### src/rtl/spi_target_regs.sv
// SPI mode-0 target with a small 8-bit register bank, oversampled in the system clock domain.
// Command byte: bit7 = write, low AW bits = start address; later bytes stream data with address auto-increment.
// Register 0 is a read-only ID. Optional macro SPI_TARGET_ECHO_EN echoes received bytes on poci during writes.
module spi_target_regs #(
    parameter int         NUM_REGS = 16,
    parameter logic [7:0] ID_VALUE = 8'hA5,
    localparam int        AW       = $clog2(NUM_REGS)
) (
    input  logic                  clock,
    input  logic                  reset,
    input  logic                  sclk,
    input  logic                  pico,
    input  logic                  cs,
    output logic                  poci,
    output logic                  wr_valid,
    output logic [AW-1:0]         wr_addr,
    output logic [7:0]            wr_data,
    output logic                  busy,
    output logic [NUM_REGS*8-1:0] regs_flat
);

    typedef enum logic [1:0] {IDLE, CMD, DATA} state_t;

    state_t        state;
    state_t        state_next;
    logic          sclk_s1, sclk_s2, sclk_s3;
    logic          cs_s1, cs_s2, cs_s3;
    logic          pico_s1, pico_s2;
    logic          sclk_rise, sclk_fall, cs_fall;
    logic          active, byte_done;
    logic [2:0]    bitcnt;
    logic [7:0]    rx_shift, tx_shift, rx_byte;
    logic          rw;
    logic [AW-1:0] addr;
    logic [7:0]    regs [NUM_REGS];

    // Bring the SPI pins into the clock domain; the third sclk/cs stage is kept for edge detection.
    always_ff @(posedge clock or negedge reset) begin
        if (!reset) begin
            sclk_s1 <= 1'b0; sclk_s2 <= 1'b0; sclk_s3 <= 1'b0;
            cs_s1   <= 1'b1; cs_s2   <= 1'b1; cs_s3   <= 1'b1;
            pico_s1 <= 1'b0; pico_s2 <= 1'b0;
        end else begin
            sclk_s1 <= sclk;    sclk_s2 <= sclk_s1; sclk_s3 <= sclk_s2;
            cs_s1   <= cs;      cs_s2   <= cs_s1;   cs_s3   <= cs_s2;
            pico_s1 <= pico;    pico_s2 <= pico_s1;
        end
    end

    // State register for the transfer sequencer.
    always_ff @(posedge clock or negedge reset) begin
        if (!reset) state <= IDLE;
        else        state <= state_next;
    end

    // Edge detection, byte completion and next-state selection.
    always_comb begin
        sclk_rise  = sclk_s2 & ~sclk_s3;
        sclk_fall  = ~sclk_s2 & sclk_s3;
        cs_fall    = ~cs_s2 & cs_s3;
        active     = (state != IDLE);
        rx_byte    = {rx_shift[6:0], pico_s2};
        byte_done  = active && sclk_rise && (bitcnt == 3'd7);
        state_next = state;
        case (state)
            IDLE: if (cs_fall) state_next = CMD;
            CMD: begin
                if (cs_s2)          state_next = IDLE;
                else if (byte_done) state_next = DATA;
            end
            DATA: if (cs_s2) state_next = IDLE;
            default: state_next = IDLE;
        endcase
    end

    // Shift registers, register bank updates, write strobe and poci driver.
    always_ff @(posedge clock or negedge reset) begin
        if (!reset) begin
            poci     <= 1'b0;
            wr_valid <= 1'b0;
            wr_addr  <= '0;
            wr_data  <= 8'h00;
            busy     <= 1'b0;
            bitcnt   <= 3'd0;
            rx_shift <= 8'h00;
            tx_shift <= 8'h00;
            rw       <= 1'b0;
            addr     <= '0;
            for (int i = 0; i < NUM_REGS; i++) regs[i] <= (i == 0) ? ID_VALUE : 8'h00;
        end else begin
            wr_valid <= 1'b0;
            busy     <= ~cs_s2;
            if (!active) begin
                poci <= 1'b0;
                if (cs_fall) begin
                    bitcnt   <= 3'd0;
                    rx_shift <= 8'h00;
                    tx_shift <= 8'h00;
                end
            end else if (sclk_rise) begin
                rx_shift <= rx_byte;
                bitcnt   <= bitcnt + 3'd1;
                if (byte_done) begin
                    if (state == CMD) begin
                        rw   <= rx_byte[7];
                        addr <= rx_byte[AW-1:0];
                        if (!rx_byte[7]) tx_shift <= regs[rx_byte[AW-1:0]];
`ifdef SPI_TARGET_ECHO_EN
                        else             tx_shift <= rx_byte;
`else
                        else             tx_shift <= 8'h00;
`endif
                    end else begin
                        if (rw) begin
                            if (addr != '0) begin
                                regs[addr] <= rx_byte;
                                wr_valid   <= 1'b1;
                                wr_addr    <= addr;
                                wr_data    <= rx_byte;
                            end
`ifdef SPI_TARGET_ECHO_EN
                            tx_shift <= rx_byte;
`else
                            tx_shift <= 8'h00;
`endif
                        end else begin
                            tx_shift <= regs[addr + AW'(1)];
                        end
                        addr <= addr + AW'(1);
                    end
                end
            end else if (sclk_fall && !cs_s2) begin
                poci     <= tx_shift[7];
                tx_shift <= {tx_shift[6:0], 1'b0};
            end
        end
    end

    // Flatten the register bank for the board top.
    always_comb begin
        regs_flat = '0;
        for (int i = 0; i < NUM_REGS; i++) regs_flat[i*8 +: 8] = regs[i];
    end

endmodule

### config.mk
export PLATFORM = sky130hd
export DESIGN_NAME = spi_target_regs
export DESIGN_NICKNAME = d
export VERILOG_FILES = /design/src/rtl/spi_target_regs.sv
export SDC_FILE = /design/constraint.sdc
export NUM_CORES = 1
export LEC_CHECK = 0
export BUFFER_PORTS_ARGS = -buffer_cell sky130_fd_sc_hd__buf_2
export CORE_MARGIN = 2
export CORE_UTILIZATION = 41
export CTS_BUF_LIST = sky130_fd_sc_hd__clkbuf_4
export DETAILED_ROUTE_END_ITERATION = 16
export GPL_ROUTABILITY_DRIVEN = 0
export HOLD_SLACK_MARGIN = 0.03
export PLACE_DENSITY_LB_ADDON = 0.05
export SLEW_MARGIN = 20
export SYNTH_ARGS = -nofsm -noshare
export SYNTH_HDL_FRONTEND = slang
export SYNTH_SLANG_ARGS = --single-unit
export TNS_END_PERCENT = 50
### constraint.sdc
create_clock -name clock -period 2.5 [get_ports clock]
set_input_delay 0.5 -clock clock [delete_from_list [all_inputs] [get_ports clock]]
set_output_delay 0.5 -clock clock [all_outputs]
set_load 0.01 [all_outputs]
======== After elaboration in Yosys (flattened, before gate mapping) ========
Cells that the tools add are included.
word-level totals
  bits in registers ....................... 176
  bits of input ports ..................... 5
  output and inout port bits .............. 143
  word-level logic and storage cells ...... 115
operators by class
  $add $sub $neg .......................... 2
  $lt $le $gt $ge ......................... 4
  equality and inequality tests ........... 11
  multiplexer cells ....................... 37
  bitwise logic cells ..................... 10
  reduce and logical (&&, ||, !) cells .... 16
operators with widths
  cell                                                                   number
  128-bit bitwise mux                                                    1
  8-bit 2-to-1 mux                                                       13
  8-bit binary-select mux with 4-bit select                              2
  8-bit demux with 4-bit select                                          1
  5-bit >= comparator (second input constant)                            3
  4-bit NOT with 5-bit output                                            3
  7-bit 2-to-1 mux                                                       2
  1-bit 2-to-1 mux                                                       9
  3-bit 2-to-1 mux                                                       3
  3-bit AND reduction                                                    3
  2-bit 2-to-1 mux                                                       4
  2-bit != test (second input constant)                                  4
  3-bit by 2-bit != test with 1-bit output (second input constant)       2
  2-bit case mux with 3 select lines                                     1
  6-bit AND reduction                                                    1
  5-bit by 1-bit < comparator with 1-bit output (second input constant)  1
  4-bit by 1-bit adder with 4-bit output (second input constant)         1
  1-bit logical AND                                                      4
  4-bit 2-to-1 mux                                                       1
  1-bit NOT                                                              4
  2-bit AND reduction                                                    2
  4-bit AND reduction                                                    1
  2-bit nonzero test                                                     2
  4-bit nonzero test                                                     1
  9 further kinds                                                        11

======== Longest topological paths before layout ========
Gate-level depths: netlist of run 1.
  depth after elaboration ................. 10
  depth in mapped cells ................... 10
  mapped depth without buffers ............ 7

======== Least setup slack after synthesis of run 1 ========
OpenSTA, ideal clock, no wires.
  kind .................................... flip-flop to flip-flop
  start ................................... register addr[0]
  end ..................................... register tx_shift[3]
  library setup time ...................... 129 ps
  data arrival time ....................... 2506 ps
  required time ........................... 2371 ps
  path slack .............................. -135 ps
  cell stages (with the launch flop) ...... 10
  buffers on the path ..................... 3
  period minus slack after synthesis ...... 2635 ps
  path through ............................ dfrtp_1 -> buf_2 -> inv_1 -> ha_1 -> buf_2 -> buf_2 -> mux4_2 -> mux2_2 -> a211oi_1 -> a21oi_1
between the ends
  word-level cells in the longest chain between the ends .. 10
ends and longest elaborated chain
  element                                              RTL line  source
  start, declared                                      34        logic [AW-1:0] addr;
  start signal, assigned                               106       addr <= rx_byte[AW-1:0];
  start signal, assigned                               129       addr <= addr + AW'(1);
  4-bit by 1-bit adder with 4-bit output               127       tx_shift <= regs[addr + AW'(1)];
  4-bit NOT with 5-bit output (not written as such)    127
  8-bit binary-select mux with 4-bit select            127
  8-bit 2-to-1 mux (not written as such) (2 in a row)  127
  8-bit 2-to-1 mux                                     114       if (rw) begin
  8-bit 2-to-1 mux                                     104       if (state == CMD) begin
  8-bit 2-to-1 mux                                     103       if (byte_done) begin
  8-bit 2-to-1 mux                                     100       end else if (sclk_rise) begin
  8-bit 2-to-1 mux                                     93        if (!active) begin
  end signal, assigned                                 107       if (!rx_byte[7]) tx_shift <= regs[rx_byte[AW-1:0]];
  end signal, assigned                                 127
  end signal, assigned                                 134       tx_shift <= {tx_shift[6:0], 1'b0};
  end, declared                                        32        logic [7:0] rx_shift, tx_shift, rx_byte;
No other way between the ends. The select of a mux whose other input is x is not followed.
A chain may end at the register's enable or synchronous reset.

======== Worst setup path in the final report of run 1 ========
  start ................................... register state[0]
  end ..................................... register regs, in the netlist regs_flat[119]
between the ends
  word-level cells in the longest chain between the ends .. 4
  elaborated cells on any way between the ends .. 6
  classes of those cells .................. eq/ne: 1; bitwise: 1; reduce/logical: 4
ends and longest elaborated chain
  element                            RTL line  source
  start, declared                    24        state_t state;
  start signal, assigned             53        else state <= state_next;
  2-bit nonzero test                 61        active = (state != IDLE);
  1-bit logical AND (2 in a row)     63        byte_done = active && sclk_rise && (bitcnt == 3'd7);
  6-bit AND reduction (no line) (*)  --
  end signal, assigned by index      116       regs[addr] <= rx_byte;
  end, declared                      35        logic [7:0] regs [NUM_REGS];
Mark *: on every way between the ends. The rest lies on a longest branch, timed or not.

==> results of run 1 <==
[worst max-delay path by stage]
stage / slack [ns] / cells past startpoint / to / from
3_5_place_dp: 0.12 / 6 / regs_flat[126] / state[0]
3_3_place_gp: 0.15 / 8 / tx_shift[2] / addr[0]
6_report: 0.09 / 6 / regs_flat[119] / state[0]
2_1_floorplan: 0.005 / 9 / tx_shift[3] / addr[0]
5_1_grt: -0.02 / 7 / regs_flat[95] / bitcnt[1]
4_1_cts: 0.10 / 7 / regs_flat[125] / bitcnt[0]
[critical path: stages (launching register included)]
cell	delay [ns]
dfrtp_1	0.48
or2_1	0.30
nand3_4	0.12
a211oi_4	0.23
buf_4	0.31
nand4_2	0.43
mux2_2	0.44
[what timing repair did]
item / CTS / global route
endpoints found under the setup margin: 0 / 12
hold buffers: 4 / 0
buffers inserted: 0 / 0
gates resized for setup: 0 / 1
hold endpoints to repair: 46 / 0
[final cells by class]
class,instances,area (µm²)
Fill cell,1952,11100
Multi-Input combinational cell,400,4520
Sequential cell,176,4420
Timing Repair Buffer,197,1200
Tap cell,280,350
Clock inverter,15,144
Clock buffer,17,128
Inverter,4,15.0
Antenna cell,1,2.50
[Yosys cell counts, types with 5 or more instances]
| cell | n | area (µm²) |
|---|---|---|
| nand3_2 | 5 | 50.1 |
| a31oi_1 | 10 | 62.6 |
| mux2_2 | 122 | 1370 |
| nand3b_1 | 5 | 37.5 |
| and3_1 | 7 | 43.8 |
| mux2i_1 | 24 | 240 |
| clkbuf_1 | 29 | 109 |
| nand2_1 | 13 | 48.8 |
| nor2b_1 | 6 | 37.5 |
| buf_4 | 6 | 45.0 |
| a21oi_1 | 9 | 45.0 |
| a22oi_1 | 5 | 37.5 |
| buf_2 | 16 | 80.1 |
| nor4_1 | 7 | 43.8 |
| dfstp_2 | 7 | 184 |
| ha_1 | 6 | 75.1 |
| nor2_1 | 27 | 101 |
| mux2_4 | 20 | 300 |
| nand3_4 | 7 | 123 |
| nor3_1 | 9 | 45.0 |
| dfrtp_1 | 169 | 4230 |
| mux4_2 | 62 | 1400 |
| a22o_1 | 9 | 78.8 |
| o21ai_0 | 8 | 40.0 |
[registers in the layout, indices dropped and copies added (netlist names)]
name	flops
regs_flat	128
tx_shift	8
wr_data	8
rx_shift	7
addr	4
wr_addr	4
bitcnt	3
state	2
busy	1
cs_s1	1
cs_s2	1
cs_s3	1
pico_s1	1
pico_s2	1
poci	1
rw	1
sclk_s1	1
sclk_s2	1
sclk_s3	1
wr_valid	1
[per-layer routing]
layer / wire, µm / part of all wire, % / global-route usage, %
met5: 0 / 0 / 0
met4: 437 / 1.7 / 5.72
met3: 1500 / 5.7 / 5.07
met2: 12400 / 47 / 35.9
met1: 12100 / 46 / 33.5
[power by group through the flow]
stage	registers (µW)	logic, µW	clock network, µW
after CTS	2910	328	1640
after global routing	2920	354	1790
after detailed placement	2960	324	0
final	2910	322	1590
after floorplan	2940	181	0
after global placement	2960	316	0
[logic make-up (layout without fill, tap and decap cells)]
logic type | count (synthesis) | in the layout | share of synthesized area, %
mux | 228 | 228 | 36.0
simple gates | 107 | 107 | 7.58
buf+inv | 59 | 233 | 3.13
other cells | 0 | 1 | 0
xor+xnor | 3 | 3 | 0.286
flops | 176 | 176 | 48.0
compound gates | 56 | 56 | 4.19
fa+ha+maj | 6 | 6 | 0.816
[metrics by stage]
step,std cells,utilization [%]
detailed placement,1053,47.8
CTS,1089,49.2
floorplan,635,-
finish,1090,49.2
global route,1090,49.2
global placement,1053,47.8
==> flow_summary.json, run 1 <==
{
  "tightest_slew_ns": 0.703,
  "power_density_nw_per_um2": 447,
  "numCtsBuffers": 17,
  "rsz0062_at_grt": "yes",
  "synthDistinctLibCells": 51,
  "crit_type": "reg -> reg",
  "grt_pass1_vias": 6738,
  "setup_violations": 0,
  "gr-usage-all-layers_pct": 23.2,
  "die-height_um": 154,
  "r2r-start": "state[0]",
  "crit_path_end_kind": "flop",
  "relSlewSlack_pct": 53.1,
  "nets": 807,
  "die_w_um": 154,
  "worstPathArrival_ns": 2.89,
  "setup_tns_ns": 0,
  "whs_ns": 0.362,
  "layout_commonest_cell": "dfrtp_1",
  "min_to": "cs_s2",
  "viasPerCell": 5.82,
  "cp.required_ns": 2.98,
  "fmax_mhz": 414,
  "place_area_um2": 10500,
  "io_pins": 148,
  "cts-root-buf": "clkbuf_4",
  "report.final.slew_viol_count": 0,
  "switchingPower_uw": 1380,
  "p_clk_share_pct": 33.0,
  "start_util_pct": 42.0,
  "grt_overflow": 0,
  "dieArea_um2": 23600,
  "min_from": "cs_s1",
  "dr.first_iter.drc_count": 388,
  "synth_area_um2": 9200,
  "hpwl_um": 18900,
  "clockBufferDepth": 2,
  "swShare_pct": 28.6,
  "synth_edf_count": 0,
  "firstDrtPassIters": 5,
  "min_path_cells": 0,
  "fin_crit_sh_pct": 96.6,
  "netlist_instances": 635,
  "antenna_found_initial": 1,
  "wire_per_inst_um": 24.3,
  "ir_worst_vdd_mv": 0.262,
  "clock_latency_ns": 0.59,
  "grt_max_degree": 52,
  "p_int_uw": 3440,
  "synth-seq-cells": 176,
  "power_uw": 4820,
  "post-route-drc-count": 0,
  "r2r-end": "regs_flat[119]",
  "yosys_warnings": 0,
  "numPortBuffers": 147,
  "yosys_most_used_dff": "dfrtp_1",
  "stdcell_area_um2": 10800,
  "r2r_cells": 6,
  "cts_num_sinks": 176,
  "dp_worst_setup_slack_ns": 0.121,
  "min_period_ns": 2.41,
  "vias": 6341,
  "setup_slack_ns": 0.0862,
  "clk_pin_slew_ns": 0.15,
  "status": "finished, final reports clean",
  "clock_skew_ns": 0.0198,
  "core_area_um2": 21900,
  "cp_max_fo": 14,
  "wl_um": 26500,
  "r2r_slack_ns": 0.09,
  "power.leakage_uw": 0.00530,
  "pwr-share-comb_pct": 6.7,
  "cap_violations": 0,
  "syn_area_per_cell_um2": 14.5,
  "syn_nets": 646,
  "drive_gt1_share_pct": 56.6,
  "htree_levels": 4,
  "seq_area_frac_synth_pct": 48.0,
  "async_flop_share_pct": 100,
  "grt_pass1_wl_um": 41700,
  "synthToLayoutAreaGrowth_pct": 17.2,
  "seq_power_share_pct": 60.4,
  "hold_viol": 0,
  "postRouteAntennaNets": 0,
  "cts_tree": "done",
  "rows": 54,
  "final_cell_mix": "dfrtp_1 (167), buf_2 (146), mux2_2 (122)",
  "startpoint_type": "flop",
  "hold_path.class": "reg -> reg"
}
Note: power is estimated with default switching activity, not from simulation.
==> inputs of run 2 (changes only) <==
CORE_UTILIZATION = 53   (was 41)
==> run 2 against run 1 <==
Sequential power barely moved; via count rose by 2.1%; global-route usage rose by 6.2 points; sequential share of layout area rose by 0.29 points; count of clock-buffer cells in the layout did not move; largest cell class unchanged; largest power group unchanged.
==> flow_summary.json, run 2 (same netlist as run 1, synthesis figures left out) <==
{
  "startpoint_type": "flop",
  "whs_ns": 0.366,
  "cts_num_sinks": 176,
  "postRouteAntennaNets": 0,
  "vias": 6475,
  "cts-root-buf": "clkbuf_4",
  "antenna_found_initial": 1,
  "firstDrtPassIters": 5,
  "final_cells": 1037,
  "cts_tree": "done",
  "clock_latency_ns": 0.61,
  "synthToLayoutAreaGrowth_pct": 16.4,
  "status": "finished, final reports clean",
  "fmax_mhz": 415,
  "worstPathCellList": "inv_1 > ha_2 > buf_4 > mux4_2 > or2_2 > a31oi_1 > o21ai_0",
  "clk_pin_slew_ns": 0.16,
  "grt_pass1_wl_um": 40000,
  "ir_worst_vdd_mv": 0.316,
  "rsz0062_at_grt": "yes",
  "report.final.slew_viol_count": 0,
  "setup_violations": 0,
  "tightest_slew_ns": 0.978,
  "slowest_delay_ns": 0.54,
  "clockBufferDepth": 2,
  "wire_per_inst_um": 24.9,
  "io_pins": 148,
  "place_inst": 1000,
  "min_path_cells": 0,
  "grt_max_degree": 56,
  "cp.required_ns": 2.98,
  "worstPathArrival_ns": 2.88,
  "cpMaxStageDelayCell": "mux4_2",
  "numPortBuffers": 147,
  "hold_viol": 0,
  "rows": 48,
  "hold_path.class": "reg -> reg",
  "cap_violations": 0,
  "die-height_um": 136,
  "power_uw": 4810,
  "die_w_um": 136,
  "post-route-drc-count": 0,
  "cpLargestDelayFamily": "multiplexers",
  "crit_path_end_kind": "flop",
  "cp_max_fo": 16,
  "numCtsBuffers": 17,
  "min_period_ns": 2.41,
  "crit_cells": 7,
  "gr-usage-all-layers_pct": 29.4,
  "largest_reg_flops": 128,
  "fin_crit_sh_pct": 96.3,
  "power.leakage_uw": 0.00530,
  "layout_commonest_cell": "dfrtp_1",
  "grt_pass1_vias": 6667,
  "nets": 809,
  "wl_um": 25800,
  "viasPerCell": 6.24,
  "drive_gt1_share_pct": 56.8,
  "htree_levels": 4,
  "dieArea_um2": 18400,
  "crit_type": "reg -> reg",
  "hpwl_um": 18300,
  "dr.first_iter.drc_count": 540,
  "start_util_pct": 53.7,
  "r2r_cells": 7,
  "core_area_um2": 17100,
  "power_density_nw_per_um2": 449,
  "n_fill_cell": 1340,
  "clock_skew_ns": 0.0281,
  "final_cell_mix": "dfrtp_1 (167), buf_2 (146), mux2_2 (122)",
  "grt_overflow": 0,
  "crit_buf_inv": 2,
  "relSlewSlack_pct": 34.2
}
## run 2: final cells by class
class	instances	area, µm²	share of cell area, %
multi-input combinational	400	4510	42.2
tap	225	282	2.63
clock buffer	17	128	1.19
antenna	1	2.50	0.0234
inverter	4	15.0	0.140
timing repair buffer	199	1210	11.3
clock inverter	15	140	1.31
sequential	176	4420	41.3
## run 2: what timing repair did
item	4_1_cts	5_1_grt
hold buffers	4	0
endpoints found under the setup margin	0	2
endpoints found under the hold margin	48	0
setup buffers	0	0
resized for setup	0	1
## run 2: routing by layer
layer  vias to the layer above  part of all wire [%]  GRT usage (%)
met2                       238                    49           46.4
met5                         -                     0              0
met4                         0                   1.8           8.45
met3                        35                   6.3           5.87
met1                      3447                    43           41.7
li1                       2755                     -              -
## run 2: power by group
group          internal [µW]  switching (µW)
clock network            448            1130
registers               2870            35.9
logic                    122             195
## run 2: final timing paths
| path | end | startpoint | slack, ns |
|---|---|---|---|
| max | tx_shift[6] | addr[0] | 0.09 |
| min | cs_s2 | cs_s1 | 0.37 |
| max reg2reg | tx_shift[6] | addr[0] | 0.09 |
| min reg2reg | cs_s2 | cs_s1 | 0.37 |
| max in group asynchronous | regs_flat[7] | reset | 1.36 |
| min in group asynchronous | wr_data[5] | reset | 0.38 |
## run 2: per-stage QoR
| step | instance area [µm²] | util [%] | setup WS, ns | setup TNS (ns) |
|---|---|---|---|---|
| 2_1_floorplan | 9200 | - | 0.00525 | 0 |
| 3_3_place_gp | 10400 | 60.7 | 0.173 | 0 |
| 3_5_place_dp | 10400 | 60.7 | 0.122 | 0 |
| 4_1_cts | 10700 | 62.5 | 0.0942 | 0 |
| 5_1_grt | 10700 | 62.5 | -0.0423 | -0.0423 |
| 6_report | 10700 | 62.5 | 0.0926 | 0 |
